## src/rtl/dout_burst_writer.sv

```systemverilog
// Burst write-back stage: buffers up to BURST result words, then
// issues one write command and drains the buffer on the data channel.
module dout_burst_writer #(
    parameter int DW      = 32,
    parameter int AW      = 32,
    parameter int BURST   = 16,
    parameter int BL_BITS = 4,
    parameter int CNT_W   = 20
) (
    input  logic               clk,
    input  logic               arst_n,
    input  logic               cfg_start,
    input  logic [AW-1:0]      cfg_addr_base,
    input  logic [AW-1:0]      cfg_addr_stride,
    input  logic [CNT_W-1:0]   cfg_word_num,
    output logic               busy,
    output logic               done,
    input  logic               s_vld,
    output logic               s_rdy,
    input  logic [DW-1:0]      s_data,
    output logic               m_cmd_vld,
    input  logic               m_cmd_rdy,
    output logic [AW-1:0]      m_cmd_addr,
    output logic [BL_BITS-1:0] m_cmd_len,
    output logic               m_wvld,
    input  logic               m_wrdy,
    output logic [DW-1:0]      m_wdata,
    output logic               m_wlast
);

    typedef enum logic [1:0] {IDLE, FILL, CMD, DATA} state_t;

    localparam logic [BL_BITS:0] FULL_M1 = (BL_BITS+1)'(BURST - 1);

    state_t             state, state_n;
    logic [CNT_W-1:0]   remain;
    logic [AW-1:0]      addr, cmd_addr, stride;
    logic [BL_BITS:0]   wr_ptr, rd_ptr, wr_last;
    logic [DW-1:0]      wbuf [0:BURST-1];
    logic               done_q;
    logic               last_beat;

    assign wr_last   = wr_ptr - 1'b1;
    assign last_beat = (rd_ptr == wr_last);

    always_ff @(posedge clk or negedge arst_n) begin
        if (!arst_n) state <= IDLE;
        else         state <= state_n;
    end

    always_comb begin
        state_n = state;
        unique case (state)
            IDLE: if (cfg_start && cfg_word_num != '0) state_n = FILL;
            FILL: begin
                if (s_vld && (wr_ptr == FULL_M1 || remain == CNT_W'(1)))
                    state_n = CMD;
            end
            CMD:  if (m_cmd_rdy) state_n = DATA;
            DATA: begin
                if (m_wrdy && last_beat)
                    state_n = (remain == '0) ? IDLE : FILL;
            end
            default: state_n = IDLE;
        endcase
    end

    always_ff @(posedge clk or negedge arst_n) begin
        if (!arst_n) begin
            remain   <= '0;
            addr     <= '0;
            cmd_addr <= '0;
            stride   <= '0;
            wr_ptr   <= '0;
            rd_ptr   <= '0;
            done_q   <= 1'b0;
        end else begin
            done_q <= 1'b0;
            unique case (state)
                IDLE: begin
                    if (cfg_start) begin
                        remain   <= cfg_word_num;
                        addr     <= cfg_addr_base;
                        cmd_addr <= cfg_addr_base;
                        stride   <= cfg_addr_stride;
                        wr_ptr   <= '0;
                        done_q   <= (cfg_word_num == '0);
                    end
                end
                FILL: begin
                    if (s_vld) begin
                        wr_ptr <= wr_ptr + 1'b1;
                        remain <= remain - 1'b1;
                        addr   <= addr + stride;
                    end
                end
                CMD: if (m_cmd_rdy) rd_ptr <= '0;
                DATA: begin
                    if (m_wrdy) begin
                        rd_ptr <= rd_ptr + 1'b1;
                        if (last_beat) begin
                            cmd_addr <= addr;
                            wr_ptr   <= '0;
                            done_q   <= (remain == '0);
                        end
                    end
                end
                default: ;
            endcase
        end
    end

    // Buffer contents are don't-care after reset, so no reset here.
    always_ff @(posedge clk) begin
        if (state == FILL && s_vld)
            wbuf[wr_ptr[BL_BITS-1:0]] <= s_data;
    end

    always_comb begin
        s_rdy      = 1'b0;
        m_cmd_vld  = 1'b0;
        m_cmd_addr = '0;
        m_cmd_len  = '0;
        m_wvld     = 1'b0;
        m_wdata    = '0;
        m_wlast    = 1'b0;
        unique case (state)
            FILL: s_rdy = 1'b1;
            CMD: begin
                m_cmd_vld  = 1'b1;
                m_cmd_addr = cmd_addr;
                m_cmd_len  = wr_last[BL_BITS-1:0];
            end
            DATA: begin
                m_wvld  = 1'b1;
                m_wdata = wbuf[rd_ptr[BL_BITS-1:0]];
                m_wlast = last_beat;
            end
            default: ;
        endcase
    end

    assign busy = (state != IDLE);
    assign done = done_q;

endmodule

```

## config.mk

```make
export PLATFORM = sky130hd
export DESIGN_NAME = dout_burst_writer
export DESIGN_NICKNAME = d
export VERILOG_FILES = /design/src/rtl/dout_burst_writer.sv
export SDC_FILE = /design/constraint.sdc
export NUM_CORES = 1
export LEC_CHECK = 0
export CORE_UTILIZATION = 50
export CTS_CLUSTER_DIAMETER = 150
export DETAILED_ROUTE_END_ITERATION = 16
export HOLD_SLACK_MARGIN = 0.1
export PLACE_DENSITY = 0.81
export SETUP_SLACK_MARGIN = 0.02
export SLEW_MARGIN = 20
export SYNTH_ARGS = -nofsm -noshare
export SYNTH_HDL_FRONTEND = slang
export SYNTH_SLANG_ARGS = --single-unit
```

## constraint.sdc

```tcl
create_clock -name clk -period 10.5 [get_ports clk]
set_input_delay 3.15 -clock clk [delete_from_list [all_inputs] [get_ports clk]]
set_output_delay 3.15 -clock clk [all_outputs]
set_load 0.03 [all_outputs]
```

==> results of run 1 <==
-- metrics by stage --
step                      power, uW  cells
final                          8972   2654
after global routing           9419   2653
after detailed placement       6766   2534
after floorplan                5814   1648
after CTS                      9008   2652
after global placement         6658   2534
-- kinds of logic (layout without fill, tap and decap cells) --
kind of cell | count (synthesis) | in the layout | synth area share [%]
adders and majority gates | 46 | 46 | 2.091
AOI/OAI and AO/OA | 237 | 237 | 5.259
DFF | 641 | 641 | 66.72
xor gates and xnor gates | 35 | 35 | 1.099
muxes | 272 | 272 | 17.38
other | 0 | 2 | 0
and+or+nand+nor | 309 | 309 | 5.869
buffers and inverters | 108 | 364 | 1.580
-- per-layer routing --
layer,up-vias,GRT usage [%]
met1,8263,32.38
met2,738,39.72
met4,8,8.003
li1,6926,-
met3,141,5.021
met5,-,0
-- registers in the layout, indices dropped and copies added, names as in the netlist --
register / flops
cmd_addr: 32
done: 1
wbuf: 512
addr: 32
state: 2
wr_ptr: 5
remain: 20
rd_ptr: 5
stride: 32
-- report_power, final --
part	switching (uW)	internal (uW)
Combinational	1870	1560
Sequential	272	3060
Clock	997	1220
-- cells in the final DEF (no fill, tap or decap), types with 12 or more instances in the layout --
cell / count
a21o_1: 23
a21oi_1: 79
and2_1: 67
buf_4: 30
clkbuf_1: 16
clkbuf_16: 68
clkdlybuf4s50_1: 194
dfrtp_1: 125
edfxtp_1: 512
ha_1: 43
inv_1: 21
mux2_1: 30
mux2_2: 68
mux2i_1: 14
mux4_2: 160
nand2_1: 70
nand3_1: 26
nor2_1: 42
nor2_4: 12
nor3_1: 17
o21ai_0: 65
xnor2_1: 24
-- layout make-up --
class	instances	area, um2
fillers	4038	22270
flip-flops and latches	641	18610
multi-input cells	899	8981
repair buffers	224	2167
clock buffers	86	1789
well taps	748	935.9
clock inverters	32	246.5
inverters	22	82.58
diodes	2	5.005
-- how the worst max path moves through the flow --
stage / from / end / slack (ps)
after floorplan: s_vld / wbuf[4][0]$_DFFE_PP_ / 4330
after global placement: rd_ptr[1]$_DFFE_PN0P_ / m_wdata[10] / 3640
after detailed placement: rd_ptr[1]$_DFFE_PN0P_ / m_wdata[10] / 3580
after CTS: rd_ptr[1]$_DFFE_PN0P_ / m_wdata[23] / 2910
after global routing: rd_ptr[1]$_DFFE_PN0P_ / m_wdata[29] / 2780
final: rd_ptr[1]$_DFFE_PN0P_ / m_wdata[10] / 2910
==> flow_metrics.env, run 1 <==
export IMPL_area_growth_synth_to_final_pct=17.71
export IMPL_row_count=86
export IMPL_worstMarginPinSlew_ps=1026
export IMPL_top_layer="met5"
export IMPL_rsz0062_at_grt="false"
export IMPL_cpMaxStageDelayCell="dfrtp_4"
export IMPL_hpwl_um=36920
export IMPL_finalHoldViolCount=0
export IMPL_layout_nets=2023
export IMPL_first_iter_violations=1923
export IMPL_vias=16080
export IMPL_numCtsBuffers=67
export IMPL_postCtsSetupRepairBufs=0
export IMPL_cts_hold_buf=0
export IMPL_start_kind="register"
export IMPL_grt_usage_pct=24.19
export IMPL_min_path_type="reg2reg"
export IMPL_clk_pin_slew_ps=60
export IMPL_place_area_um2=30770
export IMPL_fin_hold_ws_ps=476.7
export IMPL_drc=0
export IMPL_start_util_pct=50.61
export IMPL_critPathTopFamily="buffers and inverters"
export IMPL_cts_tree="yes"
export IMPL_met3_length_um=5227
export IMPL_m1WireLength_um=26980
export IMPL_synth_common_cells="edfxtp_1 (512), mux4_2 (160), dfrtp_1 (129)"
export IMPL_crit_cells=5
export IMPL_yosysMostFrequentCell="edfxtp_1"
export IMPL_gp_congestion=0.9677
export IMPL_synthArstFlopShare_pct=20.12
export IMPL_fin_area_um2=32820
export IMPL_relSlewSlack_pct=31.57
export IMPL_synth_area_um2=27880
export IMPL_synth_area_leader_cell="edfxtp_1"
export IMPL_ctsResizeCount=0
export IMPL_r2r_slack_ps=6410
export IMPL_endpoint_kind="output pin"
export IMPL_final_layout_size_suffix_gt1_share_pct=20.38
export IMPL_die_area_um2=56720
export IMPL_reg2reg_from="rd_ptr[1]$_DFFE_PN0P_"
export IMPL_postSynthAreaPerCell_um2=16.92
export IMPL_grt_antenna_before_repair=5
export IMPL_final_setup_skew_ps=51.41
export IMPL_yosysSeqAreaShare_pct=66.72
export IMPL_io_pins=196
export IMPL_drt_first_pass_iters=5
export IMPL_ff2ff_path_depth=7
export IMPL_path_cells="buf_4, mux4_2, mux4_2, and2_1, clkdlybuf4s50_1"
export IMPL_whs_endpoint="cmd_addr[28]$_DFFE_PN0P_"
export IMPL_io_buffers=195
export IMPL_p_per_area_nw_per_um2=273.4
export IMPL_min_from="cmd_addr[28]$_DFFE_PN0P_"
export IMPL_finalCritPeriodShare_pct=72.27
export IMPL_timing_setup_tns_ps=0
export IMPL_grt_max_degree=70
export IMPL_cp_buffers_inverters=2
export IMPL_antenna_left=0
export IMPL_max_stage_delay_ps=1000
export IMPL_arrival_ps=4440
export IMPL_ys_warn_count=0
export IMPL_required_ps=7350
export IMPL_crit_type="reg2out"
export IMPL_grt_pass1_wl_um=101500
export IMPL_tritoncts_num_sinks=641
export IMPL_synth_edf_count=512
export IMPL_synth_nets=1816
export IMPL_worstReg2RegEnd="cmd_addr[6]$_DFFE_PN0P_"
export IMPL_core_area_um2=55090
export IMPL_utilization_pct=59.57
export IMPL_clk_latency_ps=620
export IMPL_ys_top_cells_by_area="edfxtp_1 (55%), mux4_2 (13%), dfrtp_1 (12%)"
export IMPL_finalWirelength_um=67520
export IMPL_vdd_drop_max_v=0.0001833
export IMPL_chipWidth_um=238.2
export IMPL_avgRoutedWirePerCell_um=25.44
export IMPL_synth_top_area_share_pct=55.14
export IMPL_synth_ff_type="edfxtp_1"
export IMPL_globalRouteOverflowTotal=0
export IMPL_cts_root_buf="clkbuf_16"
export IMPL_worst_path_most_repeated_cell="mux4_2"
export IMPL_power_leakage_uw=0.01102
export IMPL_fmax_ghz=0.1318
export IMPL_wl_met2_um=33470
export IMPL_hold_path_depth=1
export IMPL_first_global_vias=16350
export IMPL_maxCapViolCount=0
export IMPL_setup_viol=0
export IMPL_crit_path_max_fanout=69
export IMPL_cts_max_level=3
export IMPL_status="completed"
export IMPL_worst_slack_ps=2911
export IMPL_die_y_um=238.2
export IMPL_slew_viol_final=0
export IMPL_vias_per_cell=6.057
export IMPL_pre_cts_ws_ps=3585
export IMPL_clockBufferDepth=3
export IMPL_fin_crit_ps=7589
export IMPL_syn_inst=1648
export IMPL_synth_seq_cells=641
export IMPL_synth_cell_types=72
Power figures use the tool's default switching activity.
==> run 2: changes to the inputs <==
==> constraint.sdc (replaced) <==
create_clock -name clk -period 8 [get_ports clk]
set_input_delay 2.4 -clock clk [delete_from_list [all_inputs] [get_ports clk]]
set_output_delay 2.4 -clock clk [all_outputs]
set_load 0.03 [all_outputs]
==> flow_metrics.env, run 2 (synthesized netlist as in run 1, its figures left out) <==
export IMPL_final_cell_mix="edfxtp_1 (512), clkdlybuf4s50_1 (194), mux4_2 (160)"
export IMPL_utilization_pct=59.88
export IMPL_timing_setup_tns_ps=0
export IMPL_relSlewSlack_pct=22.26
export IMPL_area_growth_synth_to_final_pct=18.31
export IMPL_p_int_uw=7836
export IMPL_largest_reg_flops=512
export IMPL_vias_per_cell=6.047
export IMPL_die_y_um=238.2
export IMPL_globalRouteOverflowTotal=0
export IMPL_met1_usage_pct=31.58
export IMPL_core_area_um2=55090
export IMPL_avgRoutedWirePerCell_um=25.21
export IMPL_multiInputGateArea_um2=8975
export IMPL_finalWirelength_um=66990
export IMPL_layout_nets=2025
export IMPL_finalCritPeriodShare_pct=81.52
export IMPL_drc=0
export IMPL_grt_max_degree=78
export IMPL_power_leakage_uw=0.01113
export IMPL_swShare_pct=34.54
export IMPL_fin_hold_ws_ps=478.7
export IMPL_worst_slack_ps=1478
export IMPL_status="completed"
export IMPL_power_switching_uw=4135
export IMPL_clockBufferDepth=3
export IMPL_gp_congestion=0.9201
export IMPL_final_layout_size_suffix_gt1_share_pct=20.65
export IMPL_crit_path_max_fanout=77
export IMPL_required_ps=5600
export IMPL_grt_busiest_layer="met2"
export IMPL_chipWidth_um=238.2
export IMPL_vias=16070
export IMPL_fillers=3993
export IMPL_met3_usage_pct=5.530
export IMPL_first_iter_violations=1578
export IMPL_ctsResizeCount=0
export IMPL_final_common_cell="edfxtp_1"
export IMPL_first_global_vias=16400
export IMPL_clk_latency_ps=620
export IMPL_io_buffers=195
export IMPL_setup_viol=0
export IMPL_fmax_ghz=0.1533
export IMPL_p_per_area_nw_per_um2=362.9
export IMPL_clk_pin_slew_ps=60
export IMPL_maxCapViolCount=0
export IMPL_numCtsBuffers=67
export IMPL_start_kind="register"
export IMPL_final_seq_area_um2=18620
export IMPL_crit_type="reg2out"
export IMPL_pre_cts_ws_ps=2153
export IMPL_tritoncts_num_sinks=641
export IMPL_vdd_drop_max_v=0.0002393
export IMPL_cts_tree="yes"
export IMPL_grt_usage_pct=23.87
export IMPL_critPathTopFamily="buffers and inverters"
export IMPL_comb_power_share_pct=37.5
export IMPL_antenna_left=0
export IMPL_min_path_type="reg2reg"
export IMPL_path_cells="buf_4, mux4_2, mux4_2, and2_1, clkdlybuf4s50_1"
export IMPL_postCtsSetupRepairBufs=0
export IMPL_rsz0062_at_grt="false"
export IMPL_fin_cells=2657
export IMPL_grt_antenna_before_repair=1
export IMPL_drt_first_pass_iters=5
export IMPL_row_count=86
export IMPL_clockPowerShare_pct=25.8
export IMPL_start_util_pct=50.61
export IMPL_fin_crit_ps=6522
export IMPL_worst_path_most_repeated_cell="mux4_2"
export IMPL_dp_cells=2536
export IMPL_seq_power_share_pct=36.7
export IMPL_final_setup_skew_ps=48.13
export IMPL_hpwl_um=36490
export IMPL_arrival_ps=4120
export IMPL_cp_buffers_inverters=2
export IMPL_cts_hold_buf=0
export IMPL_cpMaxStageDelayCell="dfrtp_4"
export IMPL_grt_pass1_wl_um=100200
export IMPL_worstMarginPinSlew_ps=1166
export IMPL_met2_usage_pct=39.22
export IMPL_finalHoldViolCount=0
export IMPL_max_stage_delay_ps=1110
export IMPL_slew_viol_final=0
export IMPL_cts_max_level=3
export IMPL_cts_root_buf="clkbuf_16"
export IMPL_endpoint_kind="output pin"
export IMPL_die_area_um2=56720
export IMPL_io_pins=196
run 2: per-stage QoR:
| stage | area [um2] | total power (uW) |
|---|---|---|
| after floorplan | 27880 | 7631 |
| after global placement | 30810 | 8773 |
| after detailed placement | 30810 | 8910 |
| after CTS | 32980 | 12030 |
| after global routing | 32990 | 12560 |
| final | 32990 | 11970 |
run 2: layer usage:
layer  up-vias  wire length [um]  part of all wire (%)
met2       771             32840                    49
met1      8212             26600                    40
met3       135              5594                   8.4
li1       6947                 -                     -
met5         -                16                 0.024
met4         2              1932                   2.9
run 2: worst reg2reg max path: cells and delay by family, from the launching register on:
family,cells,cell delay [ps]
adder cells (fa/ha/maj),1,520
flip-flops,1,440
AND/OR/NAND/NOR,2,1130
buffers and inverters,3,1210
run 2: path summary, 6_finish.rpt:
check	from	to	depth (start not counted)	slack, ps
min reg2reg	cmd_addr[10]$_DFFE_PN0P_	cmd_addr[10]$_DFFE_PN0P_	1	480
max in group asynchronous	arst_n	rd_ptr[3]$_DFFE_PN0P_	2	4640
min in group asynchronous	arst_n	addr[17]$_DFFE_PN0P_	1	1940
max reg2reg	state[1]$_DFFE_PN0P_	wbuf[1][8]$_DFFE_PP_	6	4350
min	cmd_addr[10]$_DFFE_PN0P_	cmd_addr[10]$_DFFE_PN0P_	1	480
max	rd_ptr[1]$_DFFE_PN0P_	m_wdata[13]	5	1480
run 2: cell type report:
type,count,share of cell area (%)
flip-flops and latches,641,56.43
multi-input cells,899,27.21
repair buffers,226,6.690
clock buffers,78,5.272
well taps,748,2.837
clock inverters,42,1.309
inverters,22,0.2503
diodes,1,0.007586
run 2: power groups by stage:
| stage | clock (uW) | combinational, uW | sequential [uW] |
|---|---|---|---|
| 6_report | 3090 | 4490 | 4400 |
| 5_1_grt | 3250 | 4850 | 4450 |
| 4_1_cts | 3140 | 4490 | 4400 |
| 3_5_place_dp | 0 | 4450 | 4460 |
| 3_3_place_gp | 0 | 4340 | 4440 |
| 2_1_floorplan | 0 | 3390 | 4250 |
==> run 3: changes to the inputs <==
--- a/config.mk
+++ b/config.mk
@@ -9,7 +9,7 @@
 export CTS_CLUSTER_DIAMETER = 150
 export DETAILED_ROUTE_END_ITERATION = 16
 export HOLD_SLACK_MARGIN = 0.1
-export PLACE_DENSITY = 0.81
+export PLACE_DENSITY = 0.83
 export SETUP_SLACK_MARGIN = 0.02
 export SLEW_MARGIN = 20
 export SYNTH_ARGS = -nofsm -noshare
==> constraint.sdc (replaced) <==
create_clock -name clk -period 5.7 [get_ports clk]
set_input_delay 1.71 -clock clk [delete_from_list [all_inputs] [get_ports clk]]
set_output_delay 1.71 -clock clk [all_outputs]
set_load 0.03 [all_outputs]
==> flow_metrics.env, run 3 (synthesized netlist as in run 1, its figures left out) <==
export IMPL_worstMarginPinSlew_ps=962.7
export IMPL_fin_cells=2663
export IMPL_status="completed"
export IMPL_start_kind="register"
export IMPL_chipWidth_um=238.2
export IMPL_timing_setup_tns_ps=0
export IMPL_maxCapViolCount=0
export IMPL_core_area_um2=55090
export IMPL_rsz0062_at_grt="false"
export IMPL_cts_tree="yes"
export IMPL_fmax_ghz=0.1830
export IMPL_antenna_left=0
export IMPL_drt_first_pass_iters=7
export IMPL_avgRoutedWirePerCell_um=25.13
export IMPL_fin_crit_ps=5464
export IMPL_slew_viol_final=0
export IMPL_ctsResizeCount=0
export IMPL_max_stage_delay_ps=910
export IMPL_required_ps=3990
export IMPL_layout_nets=2030
export IMPL_grt_usage_pct=23.83
export IMPL_first_iter_violations=1899
export IMPL_postCtsSetupRepairBufs=0
export IMPL_endpoint_kind="output pin"
export IMPL_finalHoldViolCount=0
export IMPL_power_leakage_uw=0.01118
export IMPL_final_setup_skew_ps=28.36
export IMPL_finalPower_uw=16900
export IMPL_vdd_drop_max_v=0.0003575
export IMPL_finalCritPeriodShare_pct=95.85
export IMPL_final_common_cell="edfxtp_1"
export IMPL_drc=0
export IMPL_clockBufferDepth=3
export IMPL_final_cell_mix="edfxtp_1 (512), clkdlybuf4s50_1 (194), mux4_2 (160)"
export IMPL_cpMaxStageDelayCell="dfrtp_4"
export IMPL_setup_viol=0
export IMPL_globalRouteOverflowTotal=0
export IMPL_cp_buffers_inverters=2
export IMPL_dp_cells=2541
export IMPL_io_buffers=195
export IMPL_largest_reg_flops=512
export IMPL_start_util_pct=50.61
export IMPL_vias_per_cell=6.051
export IMPL_gp_congestion=0.9116
export IMPL_arrival_ps=3750
export IMPL_clk_pin_slew_ps=60
export IMPL_first_global_vias=16170
export IMPL_fillers=3892
export IMPL_worst_path_most_repeated_cell="mux4_2"
export IMPL_relSlewSlack_pct=35.82
export IMPL_p_per_area_nw_per_um2=509.7
export IMPL_crit_type="reg2out"
export IMPL_hpwl_um=37890
export IMPL_clk_latency_ps=610
export IMPL_vias=16120
export IMPL_cts_hold_buf=0
export IMPL_grt_antenna_before_repair=5
export IMPL_area_growth_synth_to_final_pct=18.89
export IMPL_finalWirelength_um=66920
export IMPL_grt_max_degree=71
export IMPL_numCtsBuffers=67
export IMPL_cts_root_buf="clkbuf_16"
export IMPL_critPathTopFamily="multiplexers"
export IMPL_min_path_type="reg2reg"
export IMPL_grt_pass1_wl_um=100100
export IMPL_path_cells="buf_12, mux4_2, mux4_2, and2_1, clkdlybuf4s50_1"
export IMPL_final_layout_size_suffix_gt1_share_pct=20.60
export IMPL_die_y_um=238.2
export IMPL_tritoncts_num_sinks=641
export IMPL_io_pins=196
export IMPL_crit_path_max_fanout=41
export IMPL_cts_max_level=3
export IMPL_die_area_um2=56720
export IMPL_row_count=86
-- run 3: final cells by class --
class                           instances  area, um2  area share (%)
Inverter                               22      82.58          0.2491
Sequential cell                       641      18610           56.15
Antenna cell                            2      5.005         0.01510
Clock inverter                         31      350.3           1.057
Multi-Input combinational cell        899       8987           27.11
Clock buffer                           89       1843           5.560
Timing Repair Buffer                  231       2332           7.036
Tap cell                              748      935.9           2.823
-- run 3: report_power, final --
part	total, uW	switching (uW)	leakage (uW)	internal [uW]
Combinational	6380	3460	0.00396	2920
Clock	4390	1820	0.00107	2570
Sequential	6120	495	0.00615	5630
-- run 3: layer usage --
metal  wire length (um)  GRT usage [%]  share of wire (%)
met5                 66              0              0.099
met4               1941          7.887                2.9
met3               5563          5.703                8.3
met2              32930          39.22                 49
met1              26420          31.27                 39
-- run 3: worst reg2reg max path: cells and delay by family (launching register included) --
family          cells  cell delay (ps)
compound gates      2              790
xor+xnor            1               80
buf+inv             2              630
flops               1              910
mux                 1              410
simple gates        2              480
-- run 3: path summary, 6_finish.rpt --
check,depth (start not counted),endpoint,slack [ps],start
max reg2reg,8,cmd_addr[13]$_DFFE_PN0P_,2280,rd_ptr[0]$_DFFE_PN0P_
max in group asynchronous,2,remain[11]$_DFFE_PN0P_,3430,arst_n
min reg2reg,1,cmd_addr[12]$_DFFE_PN0P_,480,cmd_addr[12]$_DFFE_PN0P_
max,5,m_wdata[10],240,rd_ptr[0]$_DFFE_PN0P_
min,1,cmd_addr[12]$_DFFE_PN0P_,480,cmd_addr[12]$_DFFE_PN0P_
min in group asynchronous,1,stride[11]$_DFFE_PN0P_,1260,arst_n
-- run 3: metrics by stage --
| stage | area (um2) | setup slack (ps) | hold slack (ps) | utilization (%) |
|---|---|---|---|---|
| 2_1_floorplan | 27880 | 970.2 | 449.7 | - |
| 3_3_place_gp | 30950 | 815.9 | 462.4 | 56.18 |
| 3_5_place_dp | 30950 | 798.2 | 471.3 | 56.18 |
| 4_1_cts | 33140 | 145.4 | 484.2 | 60.16 |
| 5_1_grt | 33140 | 43.97 | 499.3 | 60.16 |
| 6_report | 33150 | 236.3 | 480.5 | 60.17 |
